## src/rtl/fifo_rr_reader.sv

```systemverilog
// fifo_rr_reader: read-side controller for a bank of four source FIFOs.
// It drains the four queues round-robin into one tagged output stream. A pop is
// issued only in ACTIVE state while the destination is not almost full. The
// popped word is captured RD_LAT cycles later from the source FIFO's data_out.
//
// Ports:
//   clk           system clock, rising edge
//   reset_L       asynchronous active-low reset
//   state         system state word (0001 RESET, 0010 INIT, 0100 IDLE, 1000 ACTIVE)
//   empty         per-queue empty flags, bit i = queue i
//   fifo_data     per-queue data_out, queue i on [i*DATA_W +: DATA_W]
//   dest_alm_full destination almost-full; blocks new pops
//   pop           one-hot (or zero) pop to the source queues, combinational
//   data_out      forwarded word, registered
//   valid_out     one-cycle pulse per forwarded word, registered
//   src_id        source queue of data_out, registered
//   word_cnt      words forwarded since reset, wraps at 256
//   idle          all queues empty and nothing in flight, combinational
module fifo_rr_reader #(
   parameter int unsigned DATA_W = 12,
   parameter int unsigned RD_LAT = 1
) (
   input  logic                  clk,
   input  logic                  reset_L,
   input  logic [3:0]            state,
   input  logic [3:0]            empty,
   input  logic [4*DATA_W-1:0]   fifo_data,
   input  logic                  dest_alm_full,
   output logic [3:0]            pop,
   output logic [DATA_W-1:0]     data_out,
   output logic                  valid_out,
   output logic [1:0]            src_id,
   output logic [7:0]            word_cnt,
   output logic                  idle
);

   localparam logic [3:0] StReset  = 4'b0001;
   localparam logic [3:0] StActive = 4'b1000;

   logic                     en;
   logic                     grant_found;
   logic [1:0]               grant_id;
   logic [1:0]               idx;
   logic [DATA_W-1:0]        lane [4];

   logic [1:0]               last_q, last_d;
   logic [RD_LAT-1:0]        pipe_v_q, pipe_v_d;
   logic [RD_LAT-1:0][1:0]   pipe_id_q, pipe_id_d;
   logic [DATA_W-1:0]        data_q, data_d;
   logic                     valid_q, valid_d;
   logic [1:0]               src_q, src_d;
   logic [7:0]               cnt_q, cnt_d;

   // reset_L is folded in so pop drops combinationally during async reset.
   assign en = reset_L & (state == StActive) & ~dest_alm_full;

   always_comb begin
      for (int i = 0; i < 4; i++) begin
         lane[i] = fifo_data[i*DATA_W +: DATA_W];
      end
   end

   // Search last+1 .. last+4 so the most recently served queue is checked last.
   always_comb begin
      grant_found = 1'b0;
      grant_id    = last_q;
      idx         = last_q;
      for (int k = 1; k <= 4; k++) begin
         idx = last_q + 2'(k);
         if (!grant_found && !empty[idx]) begin
            grant_found = 1'b1;
            grant_id    = idx;
         end
      end
   end

   assign pop  = (en && grant_found) ? (4'b0001 << grant_id) : 4'b0000;
   assign idle = (&empty) & ~(|pipe_v_q);

   always_comb begin
      last_d    = last_q;
      pipe_v_d  = pipe_v_q;
      pipe_id_d = pipe_id_q;
      data_d    = data_q;
      src_d     = src_q;
      cnt_d     = cnt_q;
      valid_d   = pipe_v_q[RD_LAT-1];

      if (|pop) begin
         last_d = grant_id;
      end

      // Stage 0 holds the pop issued this cycle; the last stage lines up with
      // the cycle in which the source FIFO presents the popped word.
      pipe_v_d[0]  = |pop;
      pipe_id_d[0] = grant_id;
      for (int s = 1; s < RD_LAT; s++) begin
         pipe_v_d[s]  = pipe_v_q[s-1];
         pipe_id_d[s] = pipe_id_q[s-1];
      end

      if (pipe_v_q[RD_LAT-1]) begin
         data_d = lane[pipe_id_q[RD_LAT-1]];
         src_d  = pipe_id_q[RD_LAT-1];
         cnt_d  = cnt_q + 8'd1;
      end
   end

   always_ff @(posedge clk or negedge reset_L) begin
      if (!reset_L) begin
         last_q    <= 2'd3;
         pipe_v_q  <= '0;
         pipe_id_q <= '0;
         data_q    <= '0;
         valid_q   <= 1'b0;
         src_q     <= 2'd0;
         cnt_q     <= 8'd0;
      end else if (state == StReset) begin
         last_q    <= 2'd3;
         pipe_v_q  <= '0;
         pipe_id_q <= '0;
         data_q    <= '0;
         valid_q   <= 1'b0;
         src_q     <= 2'd0;
         cnt_q     <= 8'd0;
      end else begin
         last_q    <= last_d;
         pipe_v_q  <= pipe_v_d;
         pipe_id_q <= pipe_id_d;
         data_q    <= data_d;
         valid_q   <= valid_d;
         src_q     <= src_d;
         cnt_q     <= cnt_d;
      end
   end

   assign data_out  = data_q;
   assign valid_out = valid_q;
   assign src_id    = src_q;
   assign word_cnt  = cnt_q;

endmodule
```

## config.mk

```make
export PLATFORM = sky130hd
export DESIGN_NAME = fifo_rr_reader
export DESIGN_NICKNAME = d
export VERILOG_FILES = /design/src/rtl/fifo_rr_reader.sv
export SDC_FILE = /design/constraint.sdc
export NUM_CORES = 1
export LEC_CHECK = 0
export CORE_UTILIZATION = 36
export CTS_CLUSTER_SIZE = 25
export DETAILED_ROUTE_END_ITERATION = 10
export GPL_TIMING_DRIVEN = 0
export HOLD_SLACK_MARGIN = 0.08
export PLACE_DENSITY = 0.74
export SLEW_MARGIN = 20
export SYNTH_ARGS = -nofsm -noshare
export SYNTH_HDL_FRONTEND = slang
export SYNTH_SLANG_ARGS = --single-unit
export TNS_END_PERCENT = 5
```

## constraint.sdc

```tcl
create_clock -name clk -period 1.59 [get_ports clk]
set_clock_uncertainty 0.15 [all_clocks]
set_input_delay 0.159 -clock clk [delete_from_list [all_inputs] [get_ports clk]]
set_output_delay 0.159 -clock clk [all_outputs]
set_load 0.005 [all_outputs]
```

# --- Yosys cells after proc, flatten, opt, wreduce, memory -nomap -nowiden ---
# Cells that the tools add are included.
# W data, S select, Z words.
classes:
  reduce_logical: 13
  bitwise_logic: 6
  n_lt_le_gt_ge: 5
  n_eq_ne: 2
  n_shift: 1
  mux: 31
  add_sub_neg: 4
op_table:
  columns: ["op", "n"]
  rows:
  - ["$mux W12", 4]
  - ["$bmux W12 S2", 1]
  - ["$mux W2", 9]
  - ["$mux W8", 2]
  - ["$lt A2 B3 Y1 const B", 4]
  - ["$mux W1", 10]
  - ["$add A8 B1 Y8 const B", 1]
  - ["$bmux W1 S2", 4]
  - ["$logic_not A1 Y1", 5]
  - ["$add A2 B2 Y2 const B", 2]
  - ["$eq A4 B1 Y1 const B", 1]
  - ["$eq A4 B4 Y1 const B", 1]
  - ["$logic_and A1 B1 Y1", 4]
  - ["$mux W4", 1]
  - ["$reduce_and A4 Y1", 1]
  - ["$reduce_bool A2 Y1", 2]
  - ["$reduce_or A4 Y1", 1]
  - ["$shl A1 B2 Y4 const A", 1]
  - ["$and A1 B1 Y1", 3]
  - ["$ge A3 B3 Y1 const B", 1]
  - ["$not A2 Y3", 1]
  - ["$add A2 B1 Y2 const B", 1]
  - ["$not A1 Y1", 2]
totals:
  reg_bits: 28

# --- Depth between registers and ports, before layout ---
depth:
  depth_word: 17
  ltp_mapped: 6
  mapped_depth_nobuf: 4

# --- Worst setup path before layout ---
# OpenSTA, ideal clock, no wires.
synth_timing:
  kind: "register -> register"
  startpoint: "register pipe_id_q[1] (netlist bit)"
  endpoint: "register data_q[0], in the netlist data_out[0]"
  period_less_slack_ps: 1538
  path_stages_with_launch: 7
  setup_time_ps: 121
  slack_ps: 52
  arrival_time_ps: 1266
  required_ps: 1319
  cell_sequence: "dfrtp_1 > buf_6 > buf_12 > mux2_4 > a22o_1 > a21oi_1 > nor2_1"
synth_between:
  elab_chain_cells: 6
synth_lines:
  columns: ["item", "line", "source"]
  rows:
  - ["from (decl)", "48", "logic [RD_LAT-1:0][1:0] pipe_id_q, pipe_id_d;"]
  - ["from (signal assigned)", "129", "pipe_id_q <= pipe_id_d;"]
  - ["$not A2 Y3 (implied by the code)", "103", "data_d = lane[pipe_id_q[RD_LAT-1]];"]
  - ["$bmux W12 S2", "103", null]
  - ["$mux W12 (implied by the code) (2 in a row)", "103", null]
  - ["$mux W12", "102", "if (pipe_v_q[RD_LAT-1]) begin"]
  - ["$mux W12", "118", "end else if (state == StReset) begin"]
  - ["to (signal assigned)", "130", "data_q <= data_d;"]
  - ["to (decl)", "49", "logic [DATA_W-1:0] data_q, data_d;"]
# Every way passes these cells. The select of a mux whose other input is x is not followed.
# A chain may end at the register's enable or synchronous reset.

# --- Worst setup path after layout ---
layout_timing:
  startpoint: "register last_q[0]"
  endpoint: "output port pop[2]"
layout_between:
  elab_chain_cells: 14
layout_lines:
  columns: ["item", "line", "source"]
  rows:
  - ["from (decl)", "46", "logic [1:0] last_q, last_d;"]
  - ["from (signal assigned)", "127", "last_q <= last_d;"]
  - ["$add A2 B2 Y2", "69", "idx = last_q + 2'(k);"]
  - ["$bmux W1 S2", "70", "if (!grant_found && !empty[idx]) begin"]
  - ["$mux W1 (implied by the code)", "70", null]
  - ["$logic_not A1 Y1", "70", null]
  - ["$logic_and A1 B1 Y1", "70", null]
  - ["$mux W1", "70", null]
  - ["$logic_not A1 Y1", "70", null]
  - ["$logic_and A1 B1 Y1", "70", null]
  - ["$mux W1", "70", null]
  - ["$logic_not A1 Y1", "70", null]
  - ["$logic_and A1 B1 Y1", "70", null]
  - ["$mux W2 or $mux W1 (tied branches)", "70", null]
  - ["$shl A1 B2 Y4 or $logic_and A1 B1 Y1 (tied branches)", "77", "assign pop = (en && grant_found) ? (4'b0001 << grant_id) : 4'b0000;"]
  - ["$mux W4 *", "77", null]
  - ["to (decl)", "29", "output logic [3:0] pop,"]
# Mark *: on every way between the ends. The rest lies on a longest branch, timed or not. The select of a mux whose other input is x is not followed.

==> summary.md <==
| Metric | Value |
|---|---|
| Worst EP arrival | `about 1600 ps` |
| Avg Inst Size Synth | `about 10 sq um` |
| PD cells | `approximately 800 mW/mm^2` |
| Post-Synth XOR/XNOR Area | `0.0262` |
| Final core occ | `0.644` |
| RSZ-0062 raised after global routing | `true` |
| Seq cells post-synth | `28` |
| Finish-stage setup viols | `11` |
| Reg2Reg Setup Slack | `-30 ps` |
| Rel. slew slack | `0.576` |
| Combinational family with the most area after synthesis | `multiplexers` |
| DRC viols | `0` |
| Area Overhead vs Synth | `70.2%` |
| Pre-antenna DRT Iters | `4` |
| Worst-Skew Late Latency | `between 200 and 300 ps` |
| Starting Density | `0.378` |
| Crit start category | `flip-flop` |
| Row cnt | `24` |
| Number of buffers created by CTS | `3` |
| Critical path class | `reg -> out` |
| Clock sink total | `28` |
| Synth unique cells | `34` |
| Core area | `0.00441 sq mm` |
| Seq pwr share | `0.387` |
| Asr flop ratio synth | `1.00` |
| Via count | `approximately 1600` |
| Tcrit/Tclk final | `1.20` |
| Area of the multi-input gates | `approximately 980 sq um` |
| Drt wl/cell | `about 16 um` |
| Total GRT Usage | `0.197` |
| Synth Area in Compound Gates | `0.149` |
| Post-synth top flop | `dfrtp_1` |
| Buffers on Ports | `86` |
| PnR worst setup slack | `-314 ps` |
| Filler Cell Count | `a little under 400` |
| Max FO, Critical Path | `6` |
| Adder-cell share of the synthesized area | `0.00750` |
| Clock tree buffer depth | `2` |
| Post-Synth Simple-Gate Area | `0.151` |
| Slew @ Worst Pin | `around 630 ps` |
| Antenna violations before repair | `0` |
| Clock power frac | `0.246` |
| GPL Wtd Cong | `a little under 0.8` |
| Final Hold Vio Count | `0` |
| Hpwl dp | `3380 um` |
| Net Switching | `between 500 and 600 uW` |
| Reg clk slew, reported paths | `~90 ps` |
| VDD IR max | `between 0.5 and 0.6 mV` |
| Logic pwr share | `0.367` |
| Synthesized Nets | `around 220` |
| Initial DRC count | `53` |
| Seq/Total Area, Yosys | `0.421` |
| H-tree Lvls | `1` |
| Failing checks | `setup timing` |
| Final-stage net count | `between 300 and 400` |
| Die width | `around 70 um` |
| Vias in the first global route | `about 1700` |
| First-pass GRT wire length | `between 7000 and 8000 um` |
| Max Transition Viols Final | `0` |
| Status | `complete, but fails checks` |
| Crit end category | `output pin` |
| Worst Path Required | `1280 ps` |
| Pint | `around 1700 uW` |
| LEAKAGE | `roughly 0.0013 uW` |
| Remaining Overflow, GRT | `0` |
| Synth Cell Area | `approximately 0.0017 sq mm` |
| Antenna Nets Post-Route | `0` |
| Layout cells sized above 1 | `0.276` |
| Die area | `between 0.004 and 0.005 sq mm` |
| Fmax | `525 MHz` |
| Antenna cell count | `0` |
| Number of max-cap violations | `0` |
| Final Power | `about 2300 uW` |
| Yosys synthesis warning count | `0` |
| Die height | `roughly 70 um` |
| Root buf cell | `clkbuf_8` |
| CTS tree | `yes` |
| Register area | `a little over 700 sq um` |
| Tmin final | `1900 ps` |
| Switching share of total power | `0.256` |
| Synthesized instance count | `approximately 160` |
| I/O Pins | `87` |
| Largest net degree at the start of global routing | `29` |
| Post-synth EDFFs | `0` |
| Worst hold path class | `in -> reg` |
| Multiplexer share of the synthesized area | `0.196` |
| Total wire length | `just under 5000 um` |
| Avg Vias per Cell | `around 5` |
| Place WS | `-822 ps` |
-- cell type report --
type	instances	share of cell area
Buffer	10	0.0401
Clock buffer	3	0.0145
Clock inverter	1	0.0106
Inverter	2	0.00264
Multi-Input combinational cell	121	0.343
Sequential cell	28	0.249
Tap cell	52	0.0229
Timing Repair Buffer	92	0.317
-- registers in the layout, summed over array words and instances, names as in the netlist --
name and cells:
data_out 12, pipe_v_q 1, pipe_id_q 2, word_cnt 8, last_q 2, src_id 2
valid_out 1
-- timing repair --
| item | CTS | global route |
|---|---|---|
| endpoints found under the hold margin | 28 | 0 |
| pin swaps | 14 | 4 |
| resized for setup | 38 | 31 |
| setup buffers | 4 | 0 |
| setup endpoints to repair | 28 | 33 |
| hold buffers | 2 | 0 |
-- synth_stat cells (3+ instances only) --
master,number,area share
nand2_1,4,0.0090
mux2_1,4,0.027
nand4_1,3,0.011
dfrtp_1,26,0.39
buf_2,5,0.015
xor2_1,3,0.016
a21oi_1,17,0.051
mux2_4,7,0.063
o21ai_0,3,0.0090
nor2_1,30,0.067
mux2i_1,3,0.018
nand3_1,3,0.0090
a22o_1,12,0.063
mux2_2,13,0.088
-- placed cells by master (no fill, tap or decap), types with 3 or more instances in the layout --
cell type / instances
mux2_4: 12
clkdlybuf4s50_1: 74
buf_2: 4
mux2_2: 12
nand4_1: 3
a21oi_2: 12
dfrtp_1: 23
nand3_1: 3
a21oi_1: 5
xor2_1: 3
dlygate4sd2_1: 5
buf_4: 5
dfrtp_2: 3
nor2_1: 29
buf_12: 3
mux2i_1: 3
clkbuf_8: 3
nand2_1: 4
buf_6: 6
a22o_1: 12
-- through the flow --
| stage | std cells | hold slack, ps | instance area [sq um] | TNS (ps) |
|---|---|---|---|---|
| floorplan | 161 | -287 | 1670 | 0 |
| global placement | 299 | 344 | 2590 | -22530 |
| detailed placement | 299 | 74.9 | 2590 | -10490 |
| CTS | 309 | 247 | 2770 | -1310 |
| global route | 309 | 260 | 2840 | -2110 |
| finish | 309 | 254 | 2840 | -1190 |
-- power by group through the flow --
stage / Clock (uW) / Combinational [uW] / Sequential, uW
after floorplan: 0 / 370 / 881
after global placement: 0 / 727 / 882
after detailed placement: 0 / 737 / 886
after CTS: 580 / 815 / 875
after global routing: 607 / 892 / 898
final: 560 / 837 / 883
-- critical path: stages, from the launching register on --
cell       delay, ps
dfstp_2          600
o2bb2ai_2         70
mux2i_1          210
buf_4            160
nand2b_4         120
nor2_2            30
buf_2            130
-- layer usage --
layer  track usage  part of all wire  up-vias
li1              -                 -      774
met1         0.248              0.43      752
met2         0.348              0.50       64
met3        0.0375             0.068        2
met4        0.0422            0.0031        0
met5             0                 0        -
-- cell families after synthesis --
group | count (synthesis)
flip-flops | 28
multiplexers | 27
XOR/XNOR | 5
buffers and inverters | 12
AND/OR/NAND/NOR | 51
adder cells (fa/ha/maj) | 1
AO/OA/AOI/OAI | 37
-- final timing paths --
check | cells after the start | endpoint | startpoint
worst max-delay path | 6 | pop[2] | last_q[0]$_DFFE_PN1P_
worst min-delay path | 3 | data_out[5]$_DFFE_PN0P_ | state[1]
worst max register to register | 6 | data_out[6]$_DFFE_PN0P_ | pipe_id_q[1]$_DFF_PN0_
worst min register to register | 2 | src_id[1]$_DFFE_PN0P_ | src_id[1]$_DFFE_PN0P_
max in group asynchronous | 3 | last_q[1]$_DFFE_PN1P_ | reset_L
min in group asynchronous | 3 | src_id[1]$_DFFE_PN0P_ | reset_L
(Power assumes the default switching activity.)
